### src/rtl/uart_move_decoder.sv
// Frames 6-byte move packets (sync, 4 coordinates, xor checksum) from a UART byte stream,
// presents accepted moves on a valid/ready port and reports rejected packets with err/err_code.
module uart_move_decoder #(
    parameter int         BOARD_SIZE = 11,
    parameter logic [7:0] SYNC_BYTE  = 8'hA5,
    parameter int         TIMEOUT    = 2_000_000
) (
    input  logic       clk,
    input  logic       reset,
    input  logic [7:0] rx_data,
    input  logic       rx_done,
    output logic       move_valid,
    input  logic       move_ready,
    output logic [3:0] from_x,
    output logic [3:0] from_y,
    output logic [3:0] to_x,
    output logic [3:0] to_y,
    output logic       err,
    output logic [2:0] err_code,
    output logic       busy
);

    typedef enum logic [1:0] {
        S_IDLE,
        S_PAYLOAD,
        S_CHKB
    } state_t;

    localparam logic [20:0] TMO_LAST  = 21'(TIMEOUT - 1);
    localparam logic [7:0]  BOARD_LIM = 8'(BOARD_SIZE);

    localparam logic [2:0] ERR_CHECKSUM = 3'd1;
    localparam logic [2:0] ERR_RANGE    = 3'd2;
    localparam logic [2:0] ERR_TIMEOUT  = 3'd3;
    localparam logic [2:0] ERR_OVERRUN  = 3'd4;

    state_t          state_q, state_d;
    logic [1:0]      idx_q, idx_d;
    logic [20:0]     tmo_q, tmo_d;
    logic [3:0][7:0] payload_q, payload_d;
    logic [3:0][3:0] coord_q, coord_d;
    logic            valid_q, valid_d;
    logic            err_q, err_d;
    logic [2:0]      code_q, code_d;

    logic [3:0]      range_hit;
    logic [3:0][3:0] coord_new;
    logic [7:0]      chk_calc;

    genvar gi;
    generate
        for (gi = 0; gi < 4; gi++) begin : g_coord
            assign range_hit[gi] = (payload_q[gi] >= BOARD_LIM);
            assign coord_new[gi] = payload_q[gi][3:0];
        end
    endgenerate

    assign chk_calc = payload_q[0] ^ payload_q[1] ^ payload_q[2] ^ payload_q[3];

    always_ff @(posedge clk or posedge reset) begin
        if (reset) begin
            state_q   <= S_IDLE;
            idx_q     <= '0;
            tmo_q     <= '0;
            payload_q <= '0;
            coord_q   <= '0;
            valid_q   <= 1'b0;
            err_q     <= 1'b0;
            code_q    <= '0;
        end else begin
            state_q   <= state_d;
            idx_q     <= idx_d;
            tmo_q     <= tmo_d;
            payload_q <= payload_d;
            coord_q   <= coord_d;
            valid_q   <= valid_d;
            err_q     <= err_d;
            code_q    <= code_d;
        end
    end

    always_comb begin
        state_d   = state_q;
        idx_d     = idx_q;
        tmo_d     = tmo_q;
        payload_d = payload_q;
        coord_d   = coord_q;
        valid_d   = valid_q;
        err_d     = 1'b0;
        code_d    = code_q;

        // A commit below overrides this, so a same-cycle handoff keeps valid high.
        if (valid_q && move_ready) begin
            valid_d = 1'b0;
        end

        case (state_q)
            S_IDLE: begin
                if (rx_done && rx_data == SYNC_BYTE) begin
                    state_d = S_PAYLOAD;
                    idx_d   = '0;
                    tmo_d   = '0;
                end
            end
            S_PAYLOAD, S_CHKB: begin
                // rx_done wins over the timeout, so a byte in the last allowed cycle is kept.
                if (rx_done) begin
                    tmo_d = '0;
                    if (state_q == S_PAYLOAD) begin
                        payload_d[idx_q] = rx_data;
                        idx_d            = idx_q + 2'd1;
                        if (idx_q == 2'd3) begin
                            state_d = S_CHKB;
                        end
                    end else begin
                        state_d = S_IDLE;
                        if (rx_data != chk_calc) begin
                            err_d  = 1'b1;
                            code_d = ERR_CHECKSUM;
                        end else if (|range_hit) begin
                            err_d  = 1'b1;
                            code_d = ERR_RANGE;
                        end else if (valid_q && !move_ready) begin
                            err_d  = 1'b1;
                            code_d = ERR_OVERRUN;
                        end else begin
                            coord_d = coord_new;
                            valid_d = 1'b1;
                        end
                    end
                end else if (tmo_q == TMO_LAST) begin
                    err_d   = 1'b1;
                    code_d  = ERR_TIMEOUT;
                    state_d = S_IDLE;
                end else if (tmo_q != '1) begin
                    tmo_d = tmo_q + 21'd1;
                end
            end
            default: state_d = S_IDLE;
        endcase
    end

    assign move_valid = valid_q;
    assign from_x     = coord_q[0];
    assign from_y     = coord_q[1];
    assign to_x       = coord_q[2];
    assign to_y       = coord_q[3];
    assign err        = err_q;
    assign err_code   = code_q;
    assign busy       = (state_q != S_IDLE);

endmodule

### config.mk
export PLATFORM = sky130hd
export DESIGN_NAME = uart_move_decoder
export DESIGN_NICKNAME = d
export VERILOG_FILES = /design/src/rtl/uart_move_decoder.sv
export SDC_FILE = /design/constraint.sdc
export NUM_CORES = 1
export LEC_CHECK = 0
export BUFFER_PORTS_ARGS = -buffer_cell sky130_fd_sc_hd__buf_2
export CORE_ASPECT_RATIO = 1.75
export CORE_MARGIN = 10
export CORE_UTILIZATION = 50
export DETAILED_ROUTE_END_ITERATION = 10
export PLACE_DENSITY = 0.72
export SETUP_SLACK_MARGIN = 0.1
export SLEW_MARGIN = 20
export SYNTH_ARGS = -nofsm -noshare
export SYNTH_HDL_FRONTEND = slang
export SYNTH_SLANG_ARGS = --single-unit
### constraint.sdc
create_clock -name clk -period 3 [get_ports clk]
set_input_delay 0.45 -clock clk [delete_from_list [all_inputs] [get_ports clk]]
set_output_delay 0.45 -clock clk [all_outputs]
set_load 0.02 [all_outputs]
==> results.md <==
* Fill cells at 660
* Post-route setup TNS at 0 ps
* CP Capture Type: register
* GRT Total Usage at 0.156
* Die width at between 80 and 90 µm
* Initial Utilization at 0.516
* Pint at around 3 mW
* Number of global-route vias before repair at between 3000 and 4000
* Fin nets at 411
* Placed cells at 470
* Worst R2R Path Depth at 5
* Clock Latency Late Sink at 340 ps
* Root buf cell: clkbuf_16
* DRT Wirelength at approximately 9 mm
* Post-CTS Setup Bufs at 0
* Largest net degree at the start of global routing at 79
* Crit path largest cell delay at 640 ps
* Synthesized area at around 4100 µm²
* Layout cell share with drive strength beyond 1 at 0.293
* CTS Hold Bufs at 0
* CTS tree: yes
* Worst R2R End: from_x[0]
* DRT iter0 DRCs at 76
* Hold crit path type: in2async
* Cell count along the critical path at 5
* Critical path class: reg2reg
* Mux cell area share after synthesis at 0.153
* Layout area overhead at 15.5%
* Clock Power Share at 0.266
* Mapped Cells at 349
* Drt via density at 6.13
* R2R Path Start: payload_q[28]
* GP Congestion at between 0.7 and 0.8
* PwrDens at about 940 nW/µm²
* First-pass GRT wire length at roughly 15 mm
* Final Instance Count excl. Fillers at 486
* Max_cap viols at 0
* Num CTS Buffers at 9
* RSZ-0062 raised after global routing: no
* H-tree Lvls at 3
* M1 GR Usage at 0.154
* Die height at 140 µm
* Yosys warning total at 0
* Critical path required time at 3230 ps
* CP Launch Type: register
* Worst slew margin at 0.422
* Worst Path Buf+Inv at 0
* Crit-path cells: nor4_1 -> nand4_1 -> a2111oi_2 -> nand4_4 -> mux2_4
* Flop2flop setup slack at 480 ps
* Core area at 7960 µm²
* Ys flop type: dfrtp_1
* Clk sink count at a little under 80
* Cell family with most CP delay: simple AND/OR/NAND/NOR gates
* Combinational family with the most area after synthesis: multiplexers
* WL/cell at between 15 and 20 µm
* Clk buf depth at 2
* CTS resizes at 0
* Period utilization at 0.841
* Switch share at 0.348
* I/O Pins at 34
* Num rows at 43
* Worst Max-Slew Pin Slew at 866 ps
* Post-synthesis register bit count at 78
* Post-synth net total at 369
* Initial antenna violation count at 0
* Ant diodes at 0
* Reg clk slew, reported paths at 60 ps
* Port-buffer cells at 33
* Max-slew violations at 0
* Met2 Resource Use GR at 0.278
* # DRC at 0
* Worst VDD drop at 0.372 mV
* Sequential share of power at 0.357
* M3 GR Usage at 0.0354
* CP Data Arrival Time at 2750 ps
* # setup viols final at 0
* Synth Area in Compound Gates at 0.0989
* CP max FO at 16
* Sequential cell area fraction in the yosys report at 0.475
* Simple-Gate Fraction of Synth Area at 0.144
* Worst Slack Setup Final at 476 ps
* Synth Area in XOR/XNOR at 0.0779
* Async set-or-reset flop fraction in the synthesized netlist at 1.00
* Unique cell type count in the Yosys netlist at 55
* Static Leak at 2.21 nW
* Adder-cell share of the synthesized area at 0.0243
* Fin util at 0.596
* Clk_skew at 7.87 ps
* Psw at about 1.6 mW
* Comb pwr share at 0.377
* Dpl ws at between 400 and 500 ps
* Syn avg cell area at 11.8 µm²
* DP Wirelength at 6.85 mm
* Slowest CP cell: a2111oi_2
* Most Crowded Layer GR: met2
* Fmax at 396 MHz
* Post-synth EDFFs at 0
* Final Hold Viols at 0
* Vias at 2978
* Period minus WS final at 2520 ps
* Status: finished, final reports clean
* Post-route ant nets at 0
* Die ar. at 12400 µm²
* DR pass1 iterations at 4
* Remaining Overflow, GRT at 0
tightest hold or removal path, stage by stage:
cell	delay [ps]
buf_2	100
inv_2	60
buf_12	330
worst max-delay path by stage:
stage / start / to / slack [ps]
after CTS: payload_q[28] / from_x[0] / 430
after floorplan: reset / coord_new[0] / 550
after global placement: payload_q[28] / from_x[0] / 530
after global routing: payload_q[28] / to_x[0] / 300
final: payload_q[28] / from_x[0] / 480
after detailed placement: payload_q[28] / from_x[0] / 440
Yosys cell counts, types with 3 or more instances:
master | instances | area share
nor4_1 | 6 | 0.0091
o31ai_1 | 8 | 0.015
ha_1 | 8 | 0.024
inv_1 | 16 | 0.015
dfrtp_1 | 78 | 0.47
or4_1 | 6 | 0.011
o41ai_1 | 5 | 0.011
buf_2 | 3 | 0.0037
xnor3_1 | 8 | 0.044
mux2_4 | 10 | 0.037
nand3b_1 | 3 | 0.0055
xnor2_1 | 8 | 0.017
nand3_1 | 14 | 0.017
nand2_1 | 20 | 0.018
nor2_1 | 10 | 0.0091
nor2b_1 | 3 | 0.0046
nand4_1 | 8 | 0.012
mux2i_1 | 5 | 0.012
a21oi_1 | 20 | 0.024
o21ai_0 | 7 | 0.0085
a31oi_1 | 3 | 0.0046
nand4b_1 | 3 | 0.0064
nor3_1 | 5 | 0.0061
xor2_1 | 8 | 0.017
nand2b_1 | 6 | 0.0091
mux2_2 | 38 | 0.10
clkbuf_1 | 6 | 0.0055
cell families (layout without fill, tap and decap cells):
family,after synthesis,in the layout
and+or+nand+nor,100,100
DFF,78,78
AOI/OAI and AO/OA,59,59
muxes,53,53
buffers and inverters,27,74
xor gates and xnor gates,24,24
adders and majority gates,8,8
cells in the final DEF (no fill, tap or decap), drive strengths merged, types with 2 or more instances in the layout:
master | Yosys | routed
a21oi | 20 | 20
a22o | 2 | 2
a31oi | 3 | 3
and3 | 2 | 2
buf | 5 | 42
bufinv | 0 | 2
clkbuf | 6 | 10
clkinvlp | 0 | 2
dfrtp | 78 | 78
ha | 8 | 8
inv | 16 | 17
mux2 | 48 | 48
mux2i | 5 | 5
nand2 | 20 | 20
nand2b | 6 | 6
nand3 | 14 | 14
nand3b | 3 | 3
nand4 | 9 | 9
nand4b | 3 | 3
nor2 | 10 | 10
nor2b | 3 | 3
nor3 | 6 | 6
nor4 | 8 | 8
nor4b | 2 | 2
o21ai | 8 | 8
o22ai | 2 | 2
o31ai | 8 | 8
o41ai | 6 | 6
or2 | 3 | 3
or4 | 6 | 6
xnor2 | 8 | 8
xnor3 | 8 | 8
xor2 | 8 | 8
flip-flops by register name, summed over array words and instances, names as in the netlist:
register	count
to_x	4
idx_q	2
to_y	4
err_code	3
coord_new	16
move_valid	1
payload_q	16
from_y	4
tmo_q	21
state_q	2
err	1
from_x	4
metrics by stage:
stage	hold slack [ps]	area, µm²	power [mW]
floorplan	479	4110	2.84
global placement	485	4420	3.25
detailed placement	489	4420	3.31
CTS	214	4750	4.53
global route	222	4750	4.74
finish	184	4750	4.48
power groups by stage:
stage | sequential (mW) | clock, mW | combinational [mW]
final | 1.60 | 1.19 | 1.69
after global routing | 1.64 | 1.26 | 1.84
after global placement | 1.60 | 0 | 1.65
after CTS | 1.60 | 1.22 | 1.71
after floorplan | 1.54 | 0 | 1.30
after detailed placement | 1.62 | 0 | 1.69
final cells by class:
class | instances | area, µm² | area share
clock buffer | 10 | 239 | 0.0503
clock inverter | 6 | 92.6 | 0.0195
inverter | 16 | 60.1 | 0.0126
multi-input combinational | 244 | 2050 | 0.431
sequential | 78 | 1950 | 0.411
tap | 90 | 113 | 0.0237
timing repair buffer | 42 | 245 | 0.0516
per-layer routing:
layer  vias up  routed length, µm
met1      1473               3320
li1       1379                  -
met4         0                445
met2        95               5060
met5         -                  0
met3        31                433
Note: power is estimated with default switching activity, not from simulation.
